**src/rtl/vga_pkg.sv**
```systemverilog
// vga_pkg: cell encoding, colour map, default 640x480 timing and control-word type for scan-out
package vga_pkg;
    typedef enum logic [1:0] {EMPTY, SAND, STONE, WATER} cell_t;
    typedef struct packed {
        logic hsync;
        logic vsync;
        logic active;
        logic vblank;
        logic frame_start;
    } ctl_t;
    localparam ctl_t CTL_RST = '{hsync: 1'b1, vsync: 1'b1, default: 1'b0};
    localparam logic [11:0] COL_EMPTY = 12'h000;
    localparam logic [11:0] COL_SAND  = 12'hDB5;
    localparam logic [11:0] COL_STONE = 12'h888;
    localparam logic [11:0] COL_WATER = 12'h33F;
    localparam int DEF_COLUMNS = 640;
    localparam int DEF_ROWS    = 480;
    localparam int DEF_H_FRONT = 16;
    localparam int DEF_H_SYNC  = 96;
    localparam int DEF_H_BACK  = 48;
    localparam int DEF_V_FRONT = 10;
    localparam int DEF_V_SYNC  = 2;
    localparam int DEF_V_BACK  = 33;
    localparam int DEF_CLK_DIV = 4;
    function automatic int h_total(input int cols, input int fp, input int sp, input int bp);
        return cols + fp + sp + bp;
    endfunction
    function automatic int v_total(input int rows, input int fp, input int sp, input int bp);
        return rows + fp + sp + bp;
    endfunction
    function automatic logic [11:0] cell_colour(input cell_t c);
        return c == SAND ? COL_SAND : c == STONE ? COL_STONE : c == WATER ? COL_WATER : COL_EMPTY;
    endfunction
endpackage

```
**src/rtl/vga_timing.sv**
```systemverilog
// vga_timing: pixel divider, raster counters and raw sync/active/blanking/frame markers
module vga_timing
    import vga_pkg::*;
#(
    parameter int ACTIVE_COLUMNS = DEF_COLUMNS,
    parameter int ACTIVE_ROWS    = DEF_ROWS,
    parameter int H_FRONT        = DEF_H_FRONT,
    parameter int H_SYNC         = DEF_H_SYNC,
    parameter int H_BACK         = DEF_H_BACK,
    parameter int V_FRONT        = DEF_V_FRONT,
    parameter int V_SYNC         = DEF_V_SYNC,
    parameter int V_BACK         = DEF_V_BACK,
    parameter int CLK_DIV        = DEF_CLK_DIV
) (
    input  logic clk_i,
    input  logic reset_ni,
    output logic tick_o,
    output logic active_o,
    output logic hsync_o,
    output logic vsync_o,
    output logic vblank_o,
    output logic frame_start_o,
    output logic frame_end_o
);
    localparam int HT = h_total(ACTIVE_COLUMNS, H_FRONT, H_SYNC, H_BACK);
    localparam int VT = v_total(ACTIVE_ROWS, V_FRONT, V_SYNC, V_BACK);
    localparam int DW = CLK_DIV > 1 ? $clog2(CLK_DIV) : 1;
    localparam int HW = $clog2(HT);
    localparam int VW = $clog2(VT);

    logic [DW-1:0] div_q, div_d;
    logic [HW-1:0] h_q, h_d;
    logic [VW-1:0] v_q, v_d;
    logic h_end, v_end;

    always_comb begin
        tick_o        = div_q == DW'(CLK_DIV - 1);
        h_end         = h_q == HW'(HT - 1);
        v_end         = v_q == VW'(VT - 1);
        div_d         = tick_o ? '0 : div_q + 1'b1;
        h_d           = !tick_o ? h_q : h_end ? '0 : h_q + 1'b1;
        v_d           = !(tick_o && h_end) ? v_q : v_end ? '0 : v_q + 1'b1;
        active_o      = h_q < HW'(ACTIVE_COLUMNS) && v_q < VW'(ACTIVE_ROWS);
        hsync_o       = !(h_q >= HW'(ACTIVE_COLUMNS + H_FRONT) && h_q < HW'(ACTIVE_COLUMNS + H_FRONT + H_SYNC));
        vsync_o       = !(v_q >= VW'(ACTIVE_ROWS + V_FRONT) && v_q < VW'(ACTIVE_ROWS + V_FRONT + V_SYNC));
        vblank_o      = v_q >= VW'(ACTIVE_ROWS);
        frame_start_o = tick_o && h_q == '0 && v_q == '0;
        frame_end_o   = tick_o && h_end && v_end;
    end

    always_ff @(posedge clk_i) begin
        if (!reset_ni) begin
            div_q <= '0;
            h_q   <= '0;
            v_q   <= '0;
        end else begin
            div_q <= div_d;
            h_q   <= h_d;
            v_q   <= v_d;
        end
    end
endmodule

```
**src/rtl/vram_scanout.sv**
```systemverilog
// vram_scanout: VGA raster scan of cell VRAM with latency-matched sync/status and colour map
module vram_scanout
    import vga_pkg::*;
#(
    parameter int ACTIVE_COLUMNS = DEF_COLUMNS,
    parameter int ACTIVE_ROWS    = DEF_ROWS,
    parameter int H_FRONT        = DEF_H_FRONT,
    parameter int H_SYNC         = DEF_H_SYNC,
    parameter int H_BACK         = DEF_H_BACK,
    parameter int V_FRONT        = DEF_V_FRONT,
    parameter int V_SYNC         = DEF_V_SYNC,
    parameter int V_BACK         = DEF_V_BACK,
    parameter int CLK_DIV        = DEF_CLK_DIV,
    parameter int RD_LATENCY     = 1,
    parameter int ADDR_WIDTH     = $clog2(ACTIVE_COLUMNS * ACTIVE_ROWS),
    parameter int DATA_WIDTH     = 2
) (
    input  logic                  clk_i,
    input  logic                  reset_ni,
    input  logic [DATA_WIDTH-1:0] vram_rd_data_i,
    output logic [ADDR_WIDTH-1:0] vram_rd_address_o,
    output logic                  hsync_o,
    output logic                  vsync_o,
    output logic [11:0]           rgb_o,
    output logic                  video_on_o,
    output logic                  vblank_o,
    output logic                  frame_start_o
);
    localparam int D = RD_LATENCY + 1;
    localparam logic [ADDR_WIDTH-1:0] LAST = ADDR_WIDTH'(ACTIVE_COLUMNS * ACTIVE_ROWS - 1);

    logic tick, act_raw, hs_raw, vs_raw, vb_raw, fs_raw, frame_end;
    logic [ADDR_WIDTH-1:0] addr_q, addr_d;
    logic [11:0] rgb_q, rgb_d;
    ctl_t ctl_q [D];
    ctl_t ctl_d [D];

    vga_timing #(
        .ACTIVE_COLUMNS(ACTIVE_COLUMNS), .ACTIVE_ROWS(ACTIVE_ROWS),
        .H_FRONT(H_FRONT), .H_SYNC(H_SYNC), .H_BACK(H_BACK),
        .V_FRONT(V_FRONT), .V_SYNC(V_SYNC), .V_BACK(V_BACK),
        .CLK_DIV(CLK_DIV)
    ) u_timing (
        .clk_i(clk_i), .reset_ni(reset_ni), .tick_o(tick), .active_o(act_raw),
        .hsync_o(hs_raw), .vsync_o(vs_raw), .vblank_o(vb_raw),
        .frame_start_o(fs_raw), .frame_end_o(frame_end)
    );

    // control bits stage RD_LATENCY gates the colour register, which adds the final clock
    always_comb begin
        addr_d   = frame_end ? '0 : !(tick && act_raw) ? addr_q : addr_q == LAST ? '0 : addr_q + 1'b1;
        ctl_d[0] = '{hsync: hs_raw, vsync: vs_raw, active: act_raw, vblank: vb_raw, frame_start: fs_raw};
        for (int i = 1; i < D; i++) ctl_d[i] = ctl_q[i-1];
        rgb_d    = ctl_q[D-2].active ? cell_colour(cell_t'(vram_rd_data_i[1:0])) : COL_EMPTY;
    end

    always_ff @(posedge clk_i) begin
        if (!reset_ni) begin
            addr_q <= '0;
            rgb_q  <= '0;
            for (int i = 0; i < D; i++) ctl_q[i] <= CTL_RST;
        end else begin
            addr_q <= addr_d;
            rgb_q  <= rgb_d;
            ctl_q  <= ctl_d;
        end
    end

    assign vram_rd_address_o = addr_q;
    assign rgb_o             = rgb_q;
    assign hsync_o           = ctl_q[D-1].hsync;
    assign vsync_o           = ctl_q[D-1].vsync;
    assign video_on_o        = ctl_q[D-1].active;
    assign vblank_o          = ctl_q[D-1].vblank;
    assign frame_start_o     = ctl_q[D-1].frame_start;
endmodule
```
**config.mk**
```make
export PLATFORM = sky130hd
export DESIGN_NAME = vram_scanout
export DESIGN_NICKNAME = d
export VERILOG_FILES = /design/src/rtl/vga_pkg.sv /design/src/rtl/vga_timing.sv /design/src/rtl/vram_scanout.sv
export SDC_FILE = /design/constraint.sdc
export NUM_CORES = 1
export LEC_CHECK = 0
export CAP_MARGIN = 30
export CORE_MARGIN = 10
export CORE_UTILIZATION = 55
export DETAILED_ROUTE_END_ITERATION = 16
export GPL_ROUTABILITY_DRIVEN = 1
export GPL_TIMING_DRIVEN = 1
export PLACE_DENSITY = 0.81
export SYNTH_ARGS = -nofsm -noshare
export SYNTH_HDL_FRONTEND = slang
export SYNTH_SLANG_ARGS = --single-unit
```
**constraint.sdc**
```tcl
create_clock -name clk_i -period 4.1 [get_ports clk_i]
set_input_delay 0.615 -clock clk_i [delete_from_list [all_inputs] [get_ports clk_i]]
set_output_delay 0.615 -clock clk_i [all_outputs]
set_load 0.01 [all_outputs]
```
==> metrics.md, run 1 <==
| Metric | Value |
|---|---|
| Synth Net Count | `313` |
| PortBufs | `38` |
| Share of layout cells above drive strength 1 | `0.0545` |
| Max_cap viols | `0` |
| R2R cell count | `6` |
| Combinational Power Share | `0.053` |
| Chip Width | `89.3 um` |
| GR peak layer | `met2` |
| Met2 usage | `0.257` |
| Clock Path Buffers | `2` |
| Max-slew violations | `0` |
| Worst Path Class, Setup | `reg2reg` |
| DIE AREA | `7970 um2` |
| Clk root buf | `clkbuf_8` |
| Flop pwr share | `0.556` |
| Status | `complete, no violations` |
| Tcrit/Tclk final | `0.677` |
| Syn_area_per_cell | `8.80 um2` |
| Power Dens Cells | `320 nW/um2` |
| CTS tree | `yes` |
| Vias in the first global route | `2040` |
| WL/cell | `14.7 um` |
| Register bit total from synthesis | `56` |
| Power share of the clock group | `0.391` |
| Largest net degree at the start of global routing | `22` |
| Num rows | `25` |
| Layout area overhead | `18.0%` |
| Placement Setup Slack | `1.34 ns` |
| Setup TNS | `0 ns` |
| Max FO, Critical Path | `16` |
| Met3 Use GR | `0.0273` |
| WP data arrival | `2.99 ns` |
| Commonest non-fill, non-tap cell in the layout | `dfxtp_1` |
| Final #Nets | `342` |
| P_sw | `209 uW` |
| Unique masters post-synth | `50` |
| Reg clk slew, reported paths | `0.10 ns` |
| Clk sinks | `56` |
| Setup Fix Bufs, Post-CTS | `0` |
| Fmax | `360 MHz` |
| Routing usage on met1 | `0.165` |
| Clk_lat worst skew | `0.31 ns` |
| Hold WC Path Type | `reg2reg` |
| R2R Setup Slk | `1.33 ns` |
| PnR worst setup slack | `1.33 ns` |
| I/O pin cnt | `40` |
| H-tree Lvls | `2` |
| Routability Congestion | `0.869` |
| Total Routing Usage GR | `0.143` |
| Initial antenna violation count | `0` |
| Worst reg2reg path endpoint | `vram_rd_address_o[18]` |
| Vias/cell | `5.77` |
| Number of buffers created by CTS | `5` |
| FF-to-FF Start | `u_timing.div_q[0]` |
| DP HPWL | `4.07 mm` |
| Gate count of the mapped netlist | `300` |
| # DRC | `0` |
| Sequential-to-total area share from yosys stat | `0.424` |
| Pint | `790 uW` |
| Setup crit start kind | `flop` |
| Detailed Route Iter0 Violations | `124` |
| Core footprint | `4690 um2` |
| Pleak | `0.00113 uW` |
| Setup violators final | `0` |
| Number of antenna diodes | `0` |
| Crit path cell chain | `ha_1 > nand4_1 > or4_4 > o21ai_2 > nor3_1 > a32o_1` |
| Wirelength, routed | `5.64 mm` |
| Least-Margin Pin Slew | `0.929 ns` |
| Relative slew margins | `0.375` |
| 1st-pass router iterations | `4` |
| CTS resizes | `0` |
| Die span in y | `89.3 um` |
| Final Hold Fails | `0` |
| Most frequent cells in the layout | `dfxtp_1, clkdlybuf4s50_1, nor2_1` |
| DRT antenna net count | `0` |
| Vias post-DR | `2217` |
| Hold buffers post-CTS | `0` |
| Initial Util | `0.563` |
| Crit-path slowest cell | `o21ai_2` |
| RSZ-0062 raised after global routing | `false` |
| Peak VDD IR | `272 uV` |
| Post-Syn Area | `2640 um2` |
| Worst EP required | `4.32 ns` |
| First-pass GRT wire length | `9.20 mm` |
| Yosys warning count | `0` |
| Number of cells on the worst hold path | `1` |
| Endpoint class of the critical path | `flop` |
| Hold path endpoint | `hsync_o` |
| Grt ovf | `0` |
| Switching Fraction | `0.209` |
| Hold path start | `ctl_d[4]` |
| Fin crit period | `2.77 ns` |
| Max stage delay on crit path | `0.61 ns` |
| Worst Clk Skew | `0.0128 ns` |
## cells in the mapped netlist (all sizes together)
master / instances / area share
and2: 10 / 0.024
nand4: 11 / 0.026
nand3: 15 / 0.033
or4: 4 / 0.013
nand3b: 1 / 0.0028
or3: 10 / 0.024
and4: 1 / 0.0033
a22oi: 1 / 0.0028
clkbuf: 6 / 0.0090
a41oi: 1 / 0.010
nand4b: 3 / 0.0099
and3: 13 / 0.031
o21ai: 16 / 0.033
o211ai: 1 / 0.0028
nand2b: 2 / 0.0047
a2bb2oi: 1 / 0.0033
o211a: 2 / 0.0076
inv: 10 / 0.014
or2: 1 / 0.0024
xnor2: 9 / 0.030
nor4b: 1 / 0.0033
mux2i: 1 / 0.0038
nor2b: 2 / 0.0047
a21o: 1 / 0.0028
buf: 11 / 0.031
and3b: 1 / 0.0033
conb: 1 / 0.0014
dfxtp: 56 / 0.42
o21a: 1 / 0.0028
xor2: 8 / 0.027
nor4: 6 / 0.014
a21oi: 16 / 0.032
nor2: 27 / 0.039
nor3b: 1 / 0.0028
and2b: 1 / 0.0028
a32o: 2 / 0.0076
a21boi: 3 / 0.0085
ha: 9 / 0.043
nand4bb: 1 / 0.0043
nor3: 12 / 0.023
o221a: 1 / 0.0043
nand2: 20 / 0.028
## cell type report
cell class	instances	area, um2
Tap cell	54	67.6
Fill cell	403	1570
Clock inverter	1	30.0
Timing Repair Buffer	39	388
Inverter	10	37.5
Sequential cell	56	1120
Clock buffer	7	96.3
Multi-Input combinational cell	217	1380
## critical path, delay by kind of cell (launching register included)
kind | cells | cell delay (ns)
adders and majority gates | 1 | 0.41
and+or+nand+nor | 3 | 1.09
AOI/OAI and AO/OA | 2 | 0.85
DFF | 1 | 0.34
## power by group through the flow
| stage | Combinational [uW] | Clock (uW) | Sequential (uW) |
|---|---|---|---|
| 2_1_floorplan | 33.2 | 0 | 569 |
| 3_3_place_gp | 52.3 | 0 | 568 |
| 3_5_place_dp | 53.3 | 0 | 568 |
| 4_1_cts | 53.6 | 397 | 556 |
| 5_1_grt | 59.0 | 418 | 556 |
| 6_report | 53.0 | 391 | 555 |
## cells by family (layout without fill, tap and decap cells)
group / count (synthesis) / count (layout) / synth area share
AOI/OAI and AO/OA: 46 / 46 / 0.118
xor gates and xnor gates: 17 / 17 / 0.0564
adders and majority gates: 9 / 9 / 0.0426
buffers and inverters: 27 / 57 / 0.0540
DFF: 56 / 56 / 0.424
muxes: 1 / 1 / 0.00379
other: 1 / 1 / 0.00142
and+or+nand+nor: 143 / 143 / 0.299
## worst max path at each step
stage,start,endpoint,slack (ns),depth (start not counted)
3_3_place_gp,u_timing.div_q[0],vram_rd_address_o[17],1.41,6
5_1_grt,u_timing.div_q[0],vram_rd_address_o[18],1.11,6
3_5_place_dp,u_timing.div_q[0],vram_rd_address_o[18],1.34,6
6_report,u_timing.div_q[0],vram_rd_address_o[18],1.33,6
4_1_cts,u_timing.div_q[0],vram_rd_address_o[18],1.33,6
2_1_floorplan,u_timing.h_q[0],u_timing.v_q[3],2.19,6
## per-stage QoR
| step | total power [uW] | cells | hold slack, ns | cell area, um2 | util |
|---|---|---|---|---|---|
| CTS | 1010 | 384 | 0.425 | 3120 | 0.665 |
| finish | 999 | 384 | 0.419 | 3120 | 0.665 |
| global route | 1030 | 384 | 0.452 | 3120 | 0.665 |
| detailed placement | 622 | 376 | 0.403 | 2990 | 0.638 |
| global placement | 620 | 376 | 0.395 | 2990 | 0.638 |
| floorplan | 603 | 300 | 0.386 | 2640 | - |
## state kept, by name (all words and copies together) (netlist names)
signal,flops
u_timing.v_q,10
hsync_o,1
ctl_d,5
vblank_o,1
rgb_o,5
vram_rd_address_o,19
vsync_o,1
u_timing.h_q,10
video_on_o,1
u_timing.div_q,2
frame_start_o,1
## metal layers
metal,vias up,routed length [um]
met5,-,0
met4,0,50
met3,5,347
met2,70,2710
met1,1026,2520
li1,1116,-
(Power assumes the default switching activity.)
==> run 2, diff against run 1 <==
CORE_UTILIZATION = 48   (was 55)
PLACE_DENSITY = 0.75   (was 0.81)
clock period = 2.5 ns   (was 4.1 ns; I/O delays follow)
==> run 2 against run 1 <==
Net effect: routed wire length up 1.7%; cell area up 0.76%; clock skew down 0.0072 ns; clock-buffer cell count fell by 1; total power grew 46%; sequential share of layout area decreased by 0.27 points.
==> metrics.md, run 2 (synthesis gave the netlist of run 1 again) <==
| Metric | Value |
|---|---|
| Largest register FFs | `19 (unchanged)` |
| Post-Place Cells | `399 (+6.1%)` |
| Total Routing Usage GR | `0.131 (-0.0121)` |
| Chip Width | `94.2 um (+5.5%)` |
| P_sw | `324 uW (+55%)` |
| Final #Nets | `349 (+2.0%)` |
| Least-Margin Pin Slew | `0.700 ns (-0.229 ns)` |
| Num rows | `26 (+4.0%)` |
| # DRC | `0 (unchanged)` |
| Combinational Power Share | `0.064 (+0.011)` |
| Relative slew margins | `0.529 (+0.154)` |
| Initial Util | `0.504 (-0.0586)` |
| DP HPWL | `4.37 mm (+7.4%)` |
| WP data arrival | `2.30 ns (-0.69 ns)` |
| Clock Path Buffers | `2 (unchanged)` |
| RSZ-0062 raised after global routing | `false` |
| Setup Fix Bufs, Post-CTS | `0 (unchanged)` |
| CTS resizes | `0 (unchanged)` |
| 1st-pass router iterations | `6 (+2)` |
| Hold WC Path Type | `reg2reg` |
| Routability Congestion | `0.894 (+2.9%)` |
| Fin crit period | `2.11 ns (-0.668 ns)` |
| Most frequent cells in the layout | `dfxtp_1, clkdlybuf4s50_1, nor2_1` |
| Clk sinks | `56 (unchanged)` |
| Number of cells on the worst hold path | `1 (unchanged)` |
| Largest net degree at the start of global routing | `16 (-27%)` |
| Flop pwr share | `0.623 (+0.067)` |
| Share of layout cells above drive strength 1 | `0.0685 (+0.0139)` |
| Final Hold Slack | `0.419 ns (+0.000300 ns)` |
| Number of buffers created by CTS | `5 (unchanged)` |
| R2R Setup Slk | `0.39 ns (-0.93 ns)` |
| Worst Clk Skew | `0.00556 ns (-0.00723 ns)` |
| Fill count | `454 (+13%)` |
| Clk_lat worst skew | `0.30 ns (about the same)` |
| Core footprint | `5240 um2 (+12%)` |
| R2R cell count | `6 (unchanged)` |
| Worst reg2reg path endpoint | `vram_rd_address_o[17]` |
| DRT antenna net count | `0 (unchanged)` |
| WL/cell | `14.1 um (-3.8%)` |
| Clk root buf | `clkbuf_8` |
| Vias/cell | `5.55 (-3.8%)` |
| Detailed Route Iter0 Violations | `90 (-27%)` |
| Setup crit start kind | `flop` |
| Die span in y | `94.2 um (+5.5%)` |
| Worst Path Class, Setup | `reg2reg` |
| Vias post-DR | `2254 (+1.7%)` |
| Peak VDD IR | `235 uV (-14%)` |
| H-tree Lvls | `2 (unchanged)` |
| CTS tree | `yes` |
| Setup violators final | `0 (unchanged)` |
| Hold path start | `ctl_d[4]` |
| Reg clk slew, reported paths | `0.09 ns (about the same)` |
| FF-to-FF Start | `u_timing.h_q[0]` |
| Max_cap viols | `0 (unchanged)` |
| Endpoint class of the critical path | `flop` |
| I/O pin cnt | `40 (unchanged)` |
| Power Dens Cells | `466 nW/um2 (+45%)` |
| Tcrit/Tclk final | `0.843 (+0.166)` |
| Layout area overhead | `18.9%` |
| Max FO, Critical Path | `13 (-3)` |
| Max-slew violations | `0 (unchanged)` |
| Status | `complete, no violations` |
| Pleak | `0.00114 uW (+1.1%)` |
| Setup TNS | `0 ns (unchanged)` |
| Hold path endpoint | `hsync_o` |
| Vias in the first global route | `2099 (+2.9%)` |
| Hold buffers post-CTS | `0 (unchanged)` |
| First-pass GRT wire length | `9.80 mm (+6.5%)` |
| Switching Fraction | `0.221 (+0.0124)` |
| Number of antenna diodes | `0 (unchanged)` |
| Grt ovf | `0 (unchanged)` |
| Final Hold Fails | `0 (unchanged)` |
| Worst EP required | `2.69 ns (-1.63 ns)` |
| Power share of the clock group | `0.313 (-0.078)` |
| Initial antenna violation count | `0 (unchanged)` |
| Commonest non-fill, non-tap cell in the layout | `dfxtp_1` |
| PortBufs | `38 (unchanged)` |
| Wirelength, routed | `5.73 mm (+1.7%)` |
| Fmax | `475 MHz (+32%)` |
| Non-filler cells, final | `406 (+5.7%)` |
| Pint | `1140 uW (+44%)` |
| DIE AREA | `8870 um2 (+11%)` |
-- run 2: per-layer routing --
layer	part of all wire	track usage	wire [um]	vias up
met5	0	0	0	-
met4	0.0065	0.0494	37	0
met3	0.069	0.0376	396	4
met2	0.47	0.211	2670	66
met1	0.46	0.161	2630	1059
li1	-	-	-	1125
-- run 2: cell type report --
cell class,count,area [um2],share of cell area
Tap cell,70,87.6,0.0279
Clock inverter,1,5.00,0.00159
Sequential cell,56,1120,0.357
Timing Repair Buffer,46,440,0.140
Multi-Input combinational cell,217,1380,0.438
Inverter,10,37.5,0.0119
Clock buffer,6,72.6,0.0231
-- run 2: power groups by stage --
stage | Clock [uW] | Sequential, uW | Combinational, uW
floorplan | 0 | 934 | 54.5
global placement | 0 | 931 | 92.8
detailed placement | 0 | 932 | 94.4
CTS | 476 | 911 | 94.8
global route | 510 | 913 | 105
finish | 458 | 911 | 93.6
-- run 2: worst max path at each step --
stage                    start  cells after the start                    end
2_1_floorplan  u_timing.h_q[0]                      6        u_timing.v_q[3]
4_1_cts        u_timing.h_q[0]                      6  vram_rd_address_o[17]
3_3_place_gp   u_timing.h_q[0]                      6  vram_rd_address_o[17]
5_1_grt        u_timing.h_q[0]                      6  vram_rd_address_o[17]
3_5_place_dp   u_timing.h_q[0]                      6  vram_rd_address_o[17]
6_report       u_timing.h_q[0]                      6  vram_rd_address_o[17]
-- run 2: stage by stage --
step                 util  area [um2]  total power [uW]  worst slack, ns
CTS                 0.600        3140              1480            0.382
detailed placement  0.585        3060              1030            0.402
global route        0.600        3140              1530            0.178
finish              0.600        3140              1460            0.393
floorplan               -        2640               988            0.587
global placement    0.585        3060              1020            0.501
-- run 2: critical path: stages (launching register included) --
cell,delay [ns]
dfxtp_1,0.40
ha_1,0.22
nand4_1,0.26
or4_4,0.58
o21ai_2,0.23
nor3_1,0.09
a32o_1,0.22
